==> src/rtl/plane_draw_datapath.sv <==
// Plane drawing datapath: walks the visible planes and emits one VGA pixel write
// per cycle for each plane sprite, or sweeps the whole screen for a clear.
module plane_draw_datapath #(
  parameter int          SPRITE_W     = 4,
  parameter int          SPRITE_H     = 4,
  parameter int          SCREEN_W     = 160,
  parameter int          SCREEN_H     = 120,
  parameter logic [2:0]  PLANE_COLOUR = 3'b111,
  parameter logic [2:0]  BG_COLOUR    = 3'b000
) (
  input  logic        clk,
  input  logic        reset,
  input  logic [79:0] x_bus,
  input  logic [79:0] y_bus,
  input  logic [9:0]  vis,
  input  logic [1:0]  op,
  input  logic        load_coord,
  input  logic        enable_datapath,
  output logic [7:0]  vga_x,
  output logic [6:0]  vga_y,
  output logic [2:0]  colour,
  output logic        plot,
  output logic        busy,
  output logic        done
);

  typedef enum logic [2:0] {
    S_IDLE,
    S_SCAN,
    S_DRAW,
    S_CLEAR,
    S_DONE
  } state_t;

  localparam logic [2:0] DX_LAST    = 3'(SPRITE_W - 1);
  localparam logic [2:0] DY_LAST    = 3'(SPRITE_H - 1);
  localparam logic [7:0] CX_LAST    = 8'(SCREEN_W - 1);
  localparam logic [6:0] CY_LAST    = 7'(SCREEN_H - 1);
  localparam logic [8:0] X_LIMIT    = 9'(SCREEN_W);
  localparam logic [8:0] Y_LIMIT    = 9'(SCREEN_H);
  localparam logic [3:0] LAST_PLANE = 4'd9;

  state_t      state_q, state_d;
  // Sixteen entries so the 4-bit plane index addresses the array exactly.
  logic [7:0]  shadow_x_q [16];
  logic [7:0]  shadow_x_d [16];
  logic [7:0]  shadow_y_q [16];
  logic [7:0]  shadow_y_d [16];
  logic [15:0] vis_q, vis_d;
  logic [1:0]  op_q, op_d;
  logic [3:0]  p_q, p_d;
  logic [2:0]  dx_q, dx_d;
  logic [2:0]  dy_q, dy_d;
  logic [7:0]  cx_q, cx_d;
  logic [6:0]  cy_q, cy_d;
  logic [7:0]  vga_x_q, vga_x_d;
  logic [6:0]  vga_y_q, vga_y_d;
  logic [2:0]  colour_q, colour_d;
  logic        plot_q, plot_d;
  logic        busy_q, busy_d;
  logic        done_q, done_d;

  logic        start;
  logic [8:0]  pix_x;
  logic [8:0]  pix_y;
  logic [2:0]  draw_colour;

  always_comb begin
    state_d    = state_q;
    shadow_x_d = shadow_x_q;
    shadow_y_d = shadow_y_q;
    vis_d      = vis_q;
    op_d       = op_q;
    p_d        = p_q;
    dx_d       = dx_q;
    dy_d       = dy_q;
    cx_d       = cx_q;
    cy_d       = cy_q;
    vga_x_d    = vga_x_q;
    vga_y_d    = vga_y_q;
    colour_d   = colour_q;
    plot_d     = 1'b0;

    start       = (state_q == S_IDLE) && enable_datapath;
    pix_x       = {1'b0, shadow_x_q[p_q]} + {6'd0, dx_q};
    pix_y       = {1'b0, shadow_y_q[p_q]} + {6'd0, dy_q};
    draw_colour = (op_q == 2'b01) ? PLANE_COLOUR : BG_COLOUR;

    case (state_q)
      S_IDLE: begin
        if (load_coord) begin
          for (int i = 0; i < 10; i++) begin
            shadow_x_d[i] = x_bus[8*i +: 8];
            shadow_y_d[i] = y_bus[8*i +: 8];
          end
        end
        if (enable_datapath) begin
          op_d  = op;
          vis_d = {6'd0, vis};
          p_d   = 4'd0;
          cx_d  = 8'd0;
          cy_d  = 7'd0;
          case (op)
            2'b10:   state_d = S_CLEAR;
            2'b11:   state_d = S_DONE;
            default: state_d = S_SCAN;
          endcase
        end
      end

      S_SCAN: begin
        if (vis_q[p_q]) begin
          dx_d    = 3'd0;
          dy_d    = 3'd0;
          state_d = S_DRAW;
        end else if (p_q == LAST_PLANE) begin
          state_d = S_DONE;
        end else begin
          p_d = p_q + 4'd1;
        end
      end

      // Off-screen pixels are suppressed but still consume their cycle.
      S_DRAW: begin
        plot_d   = (pix_x < X_LIMIT) && (pix_y < Y_LIMIT);
        vga_x_d  = pix_x[7:0];
        vga_y_d  = pix_y[6:0];
        colour_d = draw_colour;
        if (dx_q == DX_LAST) begin
          dx_d = 3'd0;
          if (dy_q == DY_LAST) begin
            dy_d = 3'd0;
            if (p_q == LAST_PLANE) begin
              state_d = S_DONE;
            end else begin
              p_d     = p_q + 4'd1;
              state_d = S_SCAN;
            end
          end else begin
            dy_d = dy_q + 3'd1;
          end
        end else begin
          dx_d = dx_q + 3'd1;
        end
      end

      S_CLEAR: begin
        plot_d   = 1'b1;
        vga_x_d  = cx_q;
        vga_y_d  = cy_q;
        colour_d = BG_COLOUR;
        if (cx_q == CX_LAST) begin
          cx_d = 8'd0;
          if (cy_q == CY_LAST) begin
            state_d = S_DONE;
          end else begin
            cy_d = cy_q + 7'd1;
          end
        end else begin
          cx_d = cx_q + 8'd1;
        end
      end

      S_DONE: state_d = S_IDLE;

      default: state_d = S_IDLE;
    endcase

    // A no-op pass still shows one busy cycle before its done pulse.
    busy_d = (state_d inside {S_SCAN, S_DRAW, S_CLEAR}) || (start && (op == 2'b11));
    done_d = ((state_d == S_DONE) && (state_q != S_IDLE)) ||
             ((state_q == S_DONE) && !done_q);
  end

  always_ff @(posedge clk) begin
    if (reset) begin
      state_q    <= S_IDLE;
      shadow_x_q <= '{default: '0};
      shadow_y_q <= '{default: '0};
      vis_q      <= '0;
      op_q       <= '0;
      p_q        <= '0;
      dx_q       <= '0;
      dy_q       <= '0;
      cx_q       <= '0;
      cy_q       <= '0;
      vga_x_q    <= '0;
      vga_y_q    <= '0;
      colour_q   <= '0;
      plot_q     <= 1'b0;
      busy_q     <= 1'b0;
      done_q     <= 1'b0;
    end else begin
      state_q    <= state_d;
      shadow_x_q <= shadow_x_d;
      shadow_y_q <= shadow_y_d;
      vis_q      <= vis_d;
      op_q       <= op_d;
      p_q        <= p_d;
      dx_q       <= dx_d;
      dy_q       <= dy_d;
      cx_q       <= cx_d;
      cy_q       <= cy_d;
      vga_x_q    <= vga_x_d;
      vga_y_q    <= vga_y_d;
      colour_q   <= colour_d;
      plot_q     <= plot_d;
      busy_q     <= busy_d;
      done_q     <= done_d;
    end
  end

  assign vga_x  = vga_x_q;
  assign vga_y  = vga_y_q;
  assign colour = colour_q;
  assign plot   = plot_q;
  assign busy   = busy_q;
  assign done   = done_q;

endmodule

==> config.mk <==
export PLATFORM = sky130hd
export DESIGN_NAME = plane_draw_datapath
export DESIGN_NICKNAME = d
export VERILOG_FILES = /design/src/rtl/plane_draw_datapath.sv
export SDC_FILE = /design/constraint.sdc
export NUM_CORES = 1
export LEC_CHECK = 0
export BUFFER_PORTS_ARGS = -buffer_cell sky130_fd_sc_hd__buf_4
export CAP_MARGIN = 10
export CELL_PAD_IN_SITES_DETAIL_PLACEMENT = 1
export CELL_PAD_IN_SITES_GLOBAL_PLACEMENT = 1
export CORE_UTILIZATION = 44
export DETAILED_ROUTE_END_ITERATION = 10
export PLACE_DENSITY_LB_ADDON = 0.1
export SYNTH_ARGS = -nofsm -noshare
export SYNTH_HDL_FRONTEND = slang
export SYNTH_SLANG_ARGS = --single-unit
==> constraint.sdc <==
create_clock -name clk -period 9.1 [get_ports clk]
set_input_delay 0.91 -clock clk [delete_from_list [all_inputs] [get_ports clk]]
set_output_delay 0.91 -clock clk [all_outputs]
set_load 0.1 [all_outputs]
## After elaboration in Yosys (flattened, before gate mapping)

Index checks and enable logic that the tools add are counted.

- Register bits: 221
- Bits of input ports: 176
- Output and inout bits: 21
- Word-level logic and storage cells: 133

- Add/subtract/negate cells: 7
- $lt $le $gt $ge: 4
- Equality and inequality tests: 23
- Multiplexer cells: 42
- Bitwise operators: 1
- Reductions and logical operators: 22

Operator list:

| kind | count |
|---|---|
| binary-select mux 8 bit (select 4 bit) | 2 |
| 2-to-1 mux 8 bit | 6 |
| 2-to-1 mux 3 bit | 13 |
| case mux 8 bit (2 select lines) | 2 |
| case mux 7 bit (2 select lines) | 2 |
| case mux 3 bit (2 select lines) | 4 |
| 2-to-1 mux 7 bit | 3 |
| 2-to-1 mux 4 bit | 5 |
| adder 8 x 3 -> 9 bit | 2 |
| == test 3 x 2 -> 1 bit, second input constant | 6 |
| != test 2 bit, second input constant | 7 |
| case mux 3 bit (4 select lines) | 1 |
| case mux 4 bit (3 select lines) | 1 |
| < comparator 9 x 7 -> 1 bit, second input constant | 1 |
| < comparator 9 x 8 -> 1 bit, second input constant | 1 |
| nonzero test 3 bit | 3 |
| adder 8 x 1 -> 8 bit, second input constant | 1 |
| == test 8 bit, second input constant | 1 |
| AND reduction 2 bit | 4 |
| adder 7 x 1 -> 7 bit, second input constant | 1 |
| == test 7 bit, second input constant | 1 |
| adder 3 x 1 -> 3 bit, second input constant | 2 |
| == test 3 x 1 -> 1 bit, second input constant | 2 |
| == test 3 bit, second input constant | 2 |
| other kinds (18) | 26 |

## Logic depth before layout (Yosys ltp)

Gate-level depths: netlist of the first run.

- Depth after elaboration: 8
- Depth in mapped cells: 17
- Depth with buffers taken out: 12

## Least setup slack after synthesis of the first run

OpenSTA, ideal clock, no wires.

- Path kind: register -> register
- From: register p_q[0]
- To: register plot_q (netlist: plot)
- Setup time: 86 ps
- Arrival time: 3,359 ps
- Required time: 9,014 ps
- Path slack: 5,655 ps
- Stages on the path, launching flop included: 16
- Buffers on the path: 4
- Period minus slack after synthesis: 3,445 ps
- Cell sequence: dfxtp_1 -> buf_6 -> buf_6 -> buf_6 -> buf_2 -> mux4_2 -> mux2i_1 -> o22a_1 -> inv_1 -> ha_1 -> a21o_1 -> a21oi_1 -> nor4_1 -> o31ai_1 -> o2111ai_1 -> a221oi_2

- Cells in the longest elaborated chain, start to end: 8
- Elaborated cells between the ends (all ways): 13
- Classes of those cells: add/sub: 2; order compare: 2; mux: 7; bitwise: 1; reduce/logical: 1

Ends and longest elaborated chain:

| element | RTL line | text |
|---|---|---|
| start, declared | 51 | `logic [3:0] p_q, p_d;` |
| start signal, assigned | 199 | `p_q <= p_d;` |
| inverter 4 -> 5 bit (not written as such) * | 85, 86 |  |
| binary-select mux 8 bit (select 4 bit), on equally long branches | 85, 86 |  |
| 2-to-1 mux 8 bit, on equally long branches (2 in series) | 85, 86 |  |
| adder 8 x 3 -> 9 bit, on equally long branches | 85, 86 |  |
| < comparator 9 x 8 -> 1 bit / < comparator 9 x 7 -> 1 bit (equally long branches) | 125 | `plot_d = (pix_x < X_LIMIT) && (pix_y < Y_LIMIT);` |
| logical AND 1 bit * | 125 |  |
| case mux 1 bit (2 select lines) * | 89 | `case (state_q)` |
| end signal, assigned | 207 | `plot_q <= plot_d;` |
| end, declared | 59 | `logic plot_q, plot_d;` |

Every way passes the cells marked *; elsewhere a longest branch is shown, timed or not. The select of a mux whose other input is x is not followed.
A chain may end at the register's enable or synchronous reset.

## Worst setup path after layout of the first run

Same ends and word-level chain as after synthesis.

==> results.json, run 1 <==
{
  "status": "finished with violations",
  "violations": "design-rule violations",
  "leakage_nw": 4.991,
  "r2r_end": "plot$_SDFF_PP0_",
  "tritoncts": "built",
  "timing.fmax_ghz": 0.2491,
  "cts_hold_buf": 0,
  "clk_pin_slew_ns": 0.06,
  "cts-root-buf": "clkbuf_16",
  "clockBufferDepth": 3,
  "postCtsResizedCells": 0,
  "powerDensity_mw_per_mm2": 209.9,
  "postCtsSetupRepairBufs": 0,
  "die_x_um": 152.4,
  "rr_startpoint": "p_q[0]$_SDFFE_PP0P_",
  "worstPathArrival_ns": 4.43,
  "ir_drop_uv": 141.3,
  "drc": 10,
  "yosysTopAreaCell": "dfxtp_1",
  "hold_depth": 2,
  "syn_area_per_cell_um2": 8.397,
  "io_pins": 197,
  "gp_congestion": 0.8114,
  "rsz0062_at_grt": "false",
  "synth-main-ff-cell": "dfxtp_1",
  "end_kind": "register",
  "portBuffers": 196,
  "grt_pass1_vias": 9154,
  "tightest_slew_ns": 1.117,
  "drtIter0Drc": 690,
  "setup_tns_ns": 0,
  "synth_area_leaders": "dfxtp_1 44%, nand2_1 14%, a21oi_1 9.7%",
  "synth_edf_count": 0,
  "synth.cell_area_mm2": 0.009951,
  "drv_slew": 0,
  "fin_util_pct": 55.69,
  "cp_max_fo": 40,
  "crit_path_start_kind": "register",
  "cts.sinks": 219,
  "nNetsFinal": 1518,
  "holdCritStartpoint": "shadow_x_q[110]$_SDFFE_PP0P_",
  "fin_crit_sh_pct": 44.11,
  "die_h_um": 152.4,
  "synth_fp_nets": 1375,
  "critPathKind": "reg -> reg",
  "maxCapViolCount": 0,
  "wl_per_cell_um": 18.24,
  "hold_path_class": "reg -> reg",
  "grtUsageTotal_pct": 25.36,
  "ys_seq_area_share_pct": 44.06,
  "ys_async_sr_fraction_pct": 0,
  "num_vias": 8884,
  "postRouteAntennaNets": 0,
  "grt_pass1_wl_um": 47540,
  "initial_core_util_pct": 45.18,
  "post-route-min-period_ns": 4.014,
  "areaGrowthSynthToFinish_pct": 23.26,
  "synth.distinct_cells": 66,
  "reg2reg_depth": 12,
  "grt_overflow": 0,
  "min_to": "shadow_x_q[110]$_SDFFE_PP0P_",
  "core_mm2": 0.02203,
  "grt_max_degree": 111,
  "synth_top_area_share_pct": 44.06,
  "synth-seq-cells": 219,
  "diodes": 0,
  "cp.required_ns": 9.52,
  "die_area_mm2": 0.02322,
  "row_count": 54,
  "skew_ns": 0.01689,
  "rrSetupSlack_ns": 5.09,
  "drive_above_1_share_pct": 21.06,
  "maxSlewHeadroom_pct": 25.54,
  "vias_per_cell": 5.470,
  "first_pass_iters": 8,
  "h-tree-depth": 1,
  "numCtsBuffers": 24,
  "dpl.hpwl_um": 20520,
  "yosys_warnings": 0,
  "hold_violations": 0,
  "totalWireLength_um": 29620,
  "antenna_found_initial": 0,
  "finalSetupViolCount": 0,
  "clk_latency_ns": 0.52,
  "syn-instance-count": 1185
}
## cell families after synthesis
group | after synthesis | synth area share (%)
and+or+nand+nor | 501 | 20.86
AOI/OAI and AO/OA | 263 | 15.45
DFF | 219 | 44.06
buffers and inverters | 103 | 4.665
muxes | 69 | 11.64
xor gates and xnor gates | 16 | 1.408
adders and majority gates | 14 | 1.911
## critical path: stages, from the launching register on
cell and delay, ns:
dfxtp_4 0.55, buf_4 0.61, mux4_2 0.59, mux2i_1 0.18
o22a_1 0.24, inv_1 0.06, ha_1 0.28, a21o_1 0.18
a21oi_1 0.36, nor4_1 0.09, o31ai_1 0.25, o2111ai_1 0.22
a221oi_2 0.29
## per-stage QoR
step                hold slack [ns]  instances  worst slack [ns]  power (mW)  area (um^2)
global route                 0.4730       1624             4.798       2.685        12270
global placement             0.4382       1582             5.190       1.585        11450
floorplan                    0.4315       1185             5.655       1.435         9951
CTS                          0.4545       1624             5.072       2.598        12270
finish                       0.4506       1624             5.086       2.575        12270
detailed placement           0.4461       1582             5.129       1.598        11450
## layer usage
metal	wire, um	track usage, %	part of all wire [%]
met5	0	0	0
met3	1251	3.584	4.2
met1	13440	33.82	45
met4	626	6.317	2.1
met2	14300	43.16	48
## worst max-delay path by stage
stage / startpoint / end / slack [ns] / depth (start not counted)
6_report: p_q[0]$_SDFFE_PP0P_ / plot$_SDFF_PP0_ / 5.09 / 12
5_1_grt: p_q[0]$_SDFFE_PP0P_ / plot$_SDFF_PP0_ / 4.80 / 12
4_1_cts: p_q[0]$_SDFFE_PP0P_ / plot$_SDFF_PP0_ / 5.07 / 12
3_5_place_dp: p_q[0]$_SDFFE_PP0P_ / plot$_SDFF_PP0_ / 5.13 / 12
3_3_place_gp: p_q[0]$_SDFFE_PP0P_ / plot$_SDFF_PP0_ / 5.19 / 12
2_1_floorplan: p_q[0]$_SDFFE_PP0P_ / plot$_SDFF_PP0_ / 5.65 / 15
## cell type report
type,count,area [um^2]
clock buffers,38,733.2
clock inverters,4,81.33
fillers,2626,9761
inverters,14,52.55
multi-input cells,863,5109
flip-flops and latches,219,4389
well taps,280,350.3
repair buffers,206,1550
## Yosys cell counts (all sizes together), types with 5 or more instances
| cell type | number |
|---|---|
| mux4 | 33 |
| a221oi | 5 |
| nand3 | 15 |
| and3 | 8 |
| mux2i | 34 |
| ha | 12 |
| nand2 | 380 |
| xnor2 | 6 |
| a31oi | 11 |
| clkbuf | 62 |
| xor2 | 10 |
| nor2b | 5 |
| nor3 | 8 |
| o21ai | 15 |
| o22ai | 7 |
| buf | 27 |
| or3 | 6 |
| dfxtp | 219 |
| inv | 14 |
| nor2 | 51 |
| a21oi | 192 |
| nand2b | 5 |
## registers in the layout (all words and copies together) (netlist names)
| register | cells |
|---|---|
| state_q | 3 |
| cx_q | 8 |
| vis_q | 10 |
| shadow_x_q | 80 |
| colour | 1 |
| shadow_y_q | 80 |
| busy | 1 |
| dy_q | 3 |
| op_q | 2 |
| p_q | 4 |
| vga_y | 7 |
| plot | 1 |
| cy_q | 7 |
| done | 1 |
| dx_q | 3 |
| vga_x | 8 |
## power by group
part	total, mW	leakage [nW]	internal (mW)	switching, mW
Clock	0.997	0.399	0.606	0.391
Combinational	0.489	2.80	0.198	0.291
Sequential	1.09	1.79	1.03	0.0541
## placed cells by master, fill, tap and decap left out, types with 3 or more instances in the layout
cell	synthesis	routed
nand3_1	15	15
or3_1	5	5
a21oi_1	192	192
xor2_1	10	10
mux2i_1	34	34
nand4_1	3	3
a21o_1	4	4
and2_1	3	3
a41oi_1	3	3
nor2_1	51	51
dfxtp_1	219	217
clkbuf_16	0	24
nand2b_1	5	5
clkbuf_8	0	8
nor2b_1	5	5
a31oi_1	11	11
inv_1	13	13
buf_4	6	205
mux4_1	13	13
xnor2_1	6	6
nor3b_1	4	4
nand2_1	380	380
nand3b_1	4	4
nor3_1	7	7
o21ai_0	12	12
clkbuf_1	62	6
mux4_2	20	20
and3_1	8	8
a211oi_1	3	3
a221oi_1	3	3
ha_1	12	12
o22ai_1	7	7
No activity file was read; power rests on OpenSTA's default activity.
==> run 2, diff against run 1 <==
--- a/config.mk
+++ b/config.mk
@@ -5,11 +5,12 @@
 export SDC_FILE = /design/constraint.sdc
 export NUM_CORES = 1
 export LEC_CHECK = 0
+export ABC_AREA = 1
 export BUFFER_PORTS_ARGS = -buffer_cell sky130_fd_sc_hd__buf_4
 export CAP_MARGIN = 10
 export CELL_PAD_IN_SITES_DETAIL_PLACEMENT = 1
 export CELL_PAD_IN_SITES_GLOBAL_PLACEMENT = 1
-export CORE_UTILIZATION = 44
+export CORE_UTILIZATION = 40
 export DETAILED_ROUTE_END_ITERATION = 10
 export PLACE_DENSITY_LB_ADDON = 0.1
 export SYNTH_ARGS = -nofsm -noshare
==> constraint.sdc (replaced) <==
create_clock -name clk -period 4 [get_ports clk]
set_input_delay 0.4 -clock clk [delete_from_list [all_inputs] [get_ports clk]]
set_output_delay 0.4 -clock clk [all_outputs]
set_load 0.1 [all_outputs]
==> run 2 against run 1 <==
  * The run now ends clean
  * Via count up 16%
  * Power rose to 3.2 times the previous value
  * Clock-buffer cell count down 5
  * Sequential share of layout area down 1.3 points
  * Die area up 13%
  * Register-to-register slack worse by 4.5 ns
  * Setup slack worse by 4.5 ns
  * Sequential power rose to 2.6 times the previous value
  * Critical endpoint unchanged
  * Largest cell class unchanged
==> results.json, run 2 <==
{
  "status": "finished clean",
  "multiInputGateArea_mm2": 0.004747,
  "synth-main-ff-cell": "dfxtp_1",
  "yosys_warnings": 0,
  "grt_pass1_wl_um": 54360,
  "post-route-min-period_ns": 3.404,
  "final.fill_count": 3208,
  "ir_drop_uv": 402.5,
  "grt_overflow": 0,
  "core_mm2": 0.02518,
  "pwr-share-clk_pct": 30.7,
  "areaGrowthSynthToFinish_pct": 24.03,
  "die_area_mm2": 0.02629,
  "end_kind": "register",
  "synthTopCellsByCount": "246 x nand2_1, 219 x dfxtp_1, 218 x a21oi_1",
  "syn-instance-count": 1441,
  "powerDensity_mw_per_mm2": 641.9,
  "post_dp_cell_area_mm2": 0.01183,
  "crit_path_start_kind": "register",
  "row_count": 58,
  "drc": 0,
  "first_pass_iters": 5,
  "skew_ns": 0.01927,
  "drive_above_1_share_pct": 17.93,
  "rsz0062_at_grt": "false",
  "dpl.hpwl_um": 23670,
  "wl_per_cell_um": 17.84,
  "hold_path_class": "in -> reg",
  "syn_area_per_cell_um2": 7.118,
  "vias_per_cell": 5.359,
  "synth-seq-cells": 219,
  "tightest_slew_ns": 0.8403,
  "io_pins": 197,
  "grt_pass1_vias": 10360,
  "switchingPower_mw": 3.189,
  "reg2reg_depth": 17,
  "die_h_um": 162.1,
  "postCtsSetupRepairBufs": 0,
  "rrSetupSlack_ns": 0.60,
  "timing.fmax_ghz": 0.2938,
  "clk_latency_ns": 0.54,
  "h-tree-depth": 1,
  "hold_depth": 3,
  "share_comb_of_total_power_pct": 35.3,
  "synth_area_leaders": "dfxtp_1 43%, a21oi_1 11%, nand2_1 9.0%",
  "cts.sinks": 219,
  "drtIter0Drc": 685,
  "ys_async_sr_fraction_pct": 0,
  "p_seq_share_pct": 34.0,
  "final_cells": 1925,
  "portBuffers": 196,
  "layout_common_cells": "245 x nand2_1, 218 x a21oi_1, 217 x dfxtp_1, 211 x buf_4, 177 x o21ai_0",
  "nNetsFinal": 1767,
  "hold_violations": 0,
  "stdcell_area_mm2": 0.01272,
  "initial_core_util_pct": 40.73,
  "synth_fp_nets": 1631,
  "synth.distinct_cells": 46,
  "die_x_um": 162.1,
  "totalWireLength_um": 34340,
  "drv_slew": 0,
  "worstPathArrival_ns": 3.86,
  "setup_tns_ns": 0,
  "yosysTopAreaCell": "dfxtp_1",
  "reg_top3": "shadow_x_q x80, shadow_y_q x80, vis_q x10",
  "regArea_mm2": 0.004389,
  "layout_commonest_cell": "nand2_1",
  "clockBufferDepth": 3,
  "p_sw_share_pct": 39.05,
  "maxSlewHeadroom_pct": 43.98,
  "grt_max_degree": 128,
  "numCtsBuffers": 25,
  "finalSetupViolCount": 0,
  "synth_most_common_cell": "nand2_1",
  "leakage_nw": 5.282,
  "internal_power_mw": 4.977,
  "clk_pin_slew_ns": 0.06,
  "ys_seq_area_share_pct": 42.74,
  "gp_congestion": 0.8436,
  "fin_crit_sh_pct": 85.10,
  "placed_cells": 1880,
  "synth_edf_count": 0,
  "hold_ws_ns": 0.1008,
  "num_vias": 10320,
  "cp_max_fo": 28,
  "diodes": 0,
  "tritoncts": "built",
  "cts-root-buf": "clkbuf_16",
  "antenna_found_initial": 0,
  "cp.required_ns": 4.45,
  "postRouteAntennaNets": 0,
  "postCtsResizedCells": 0,
  "maxCapViolCount": 0,
  "synth.cell_area_mm2": 0.01026,
  "grtUsageTotal_pct": 25.94,
  "cts_hold_buf": 0,
  "synth_top_area_share_pct": 42.74,
  "critPathKind": "reg -> reg"
}
-- run 2: changes by cell type in the layout (fill, tap and decap cells not counted), sizes merged, moves of 7 or more --
cell	previous run	this run
buf	206	213
a21oi	192	218
nand3	15	154
xor2	10	3
mux2i	34	0
o21ai	15	182
inv	14	173
o211ai	1	17
nand2	380	251
and3	8	0
mux4	33	0
-- run 2: power groups by stage --
stage          Clock (mW)  Combinational, mW  Sequential, mW
2_1_floorplan           0               1.86            2.95
3_3_place_gp            0               2.81            2.81
3_5_place_dp            0               2.87            2.82
4_1_cts              2.55               2.89            2.78
5_1_grt              2.63               3.20            2.82
6_report             2.51               2.88            2.78
-- run 2: cells by family (layout without fill, tap and decap cells) --
group | count (synthesis) | in the layout | synth area share, %
buffers and inverters | 278 | 432 | 11.05
and+or+nand+nor | 477 | 477 | 20.83
AOI/OAI and AO/OA | 449 | 449 | 23.18
adders and majority gates | 14 | 14 | 1.854
xor gates and xnor gates | 4 | 4 | 0.3416
DFF | 219 | 219 | 42.74
-- run 2: final cells by class --
cell class,count,area share (%)
tap,330,3.245
sequential,219,34.50
timing repair buffer,213,12.77
clock inverter,12,1.564
multi-input combinational,944,37.31
inverter,174,5.144
clock buffer,33,5.468
-- run 2: metal layers --
layer	global-route usage, %	wire length [um]	up-vias
met4	6.432	709	0
met1	34.56	15710	4978
met3	3.984	1744	43
li1	-	-	5061
met2	43.74	16180	234
met5	0	0	-
-- run 2: final timing paths --
| kind | from | endpoint |
|---|---|---|
| max | p_q[1]$_SDFFE_PP0P_ | plot$_SDFF_PP0_ |
| min | vis[0] | vis_q[0]$_SDFFE_PP0P_ |
| max reg2reg | p_q[1]$_SDFFE_PP0P_ | plot$_SDFF_PP0_ |
| min reg2reg | shadow_y_q[61]$_SDFFE_PP0P_ | shadow_y_q[61]$_SDFFE_PP0P_ |
-- run 2: stage by stage --
step | worst slack [ns] | power, mW | utilization [%]
2_1_floorplan | 1.003 | 4.814 | -
3_3_place_gp | 0.6978 | 5.615 | 46.97
3_5_place_dp | 0.6031 | 5.692 | 46.97
4_1_cts | 0.5960 | 8.217 | 50.52
5_1_grt | 0.2664 | 8.656 | 50.52
6_report | 0.5960 | 8.166 | 50.52
-- run 2: critical path, stage by stage (launching register included) --
cell and delay, ns:
dfxtp_2 0.69, inv_2 0.40, a21oi_1 0.21, o21ai_0 0.12, nand3_1 0.12, a32o_1 0.22, ha_1 0.18, inv_1 0.06
fa_1 0.39, o21bai_1 0.20, nand2_1 0.12, nor2_1 0.12, nand3_1 0.10, nand2_1 0.09, nand2_1 0.05, nand2_1 0.05
nand4_1 0.07, a21oi_1 0.13
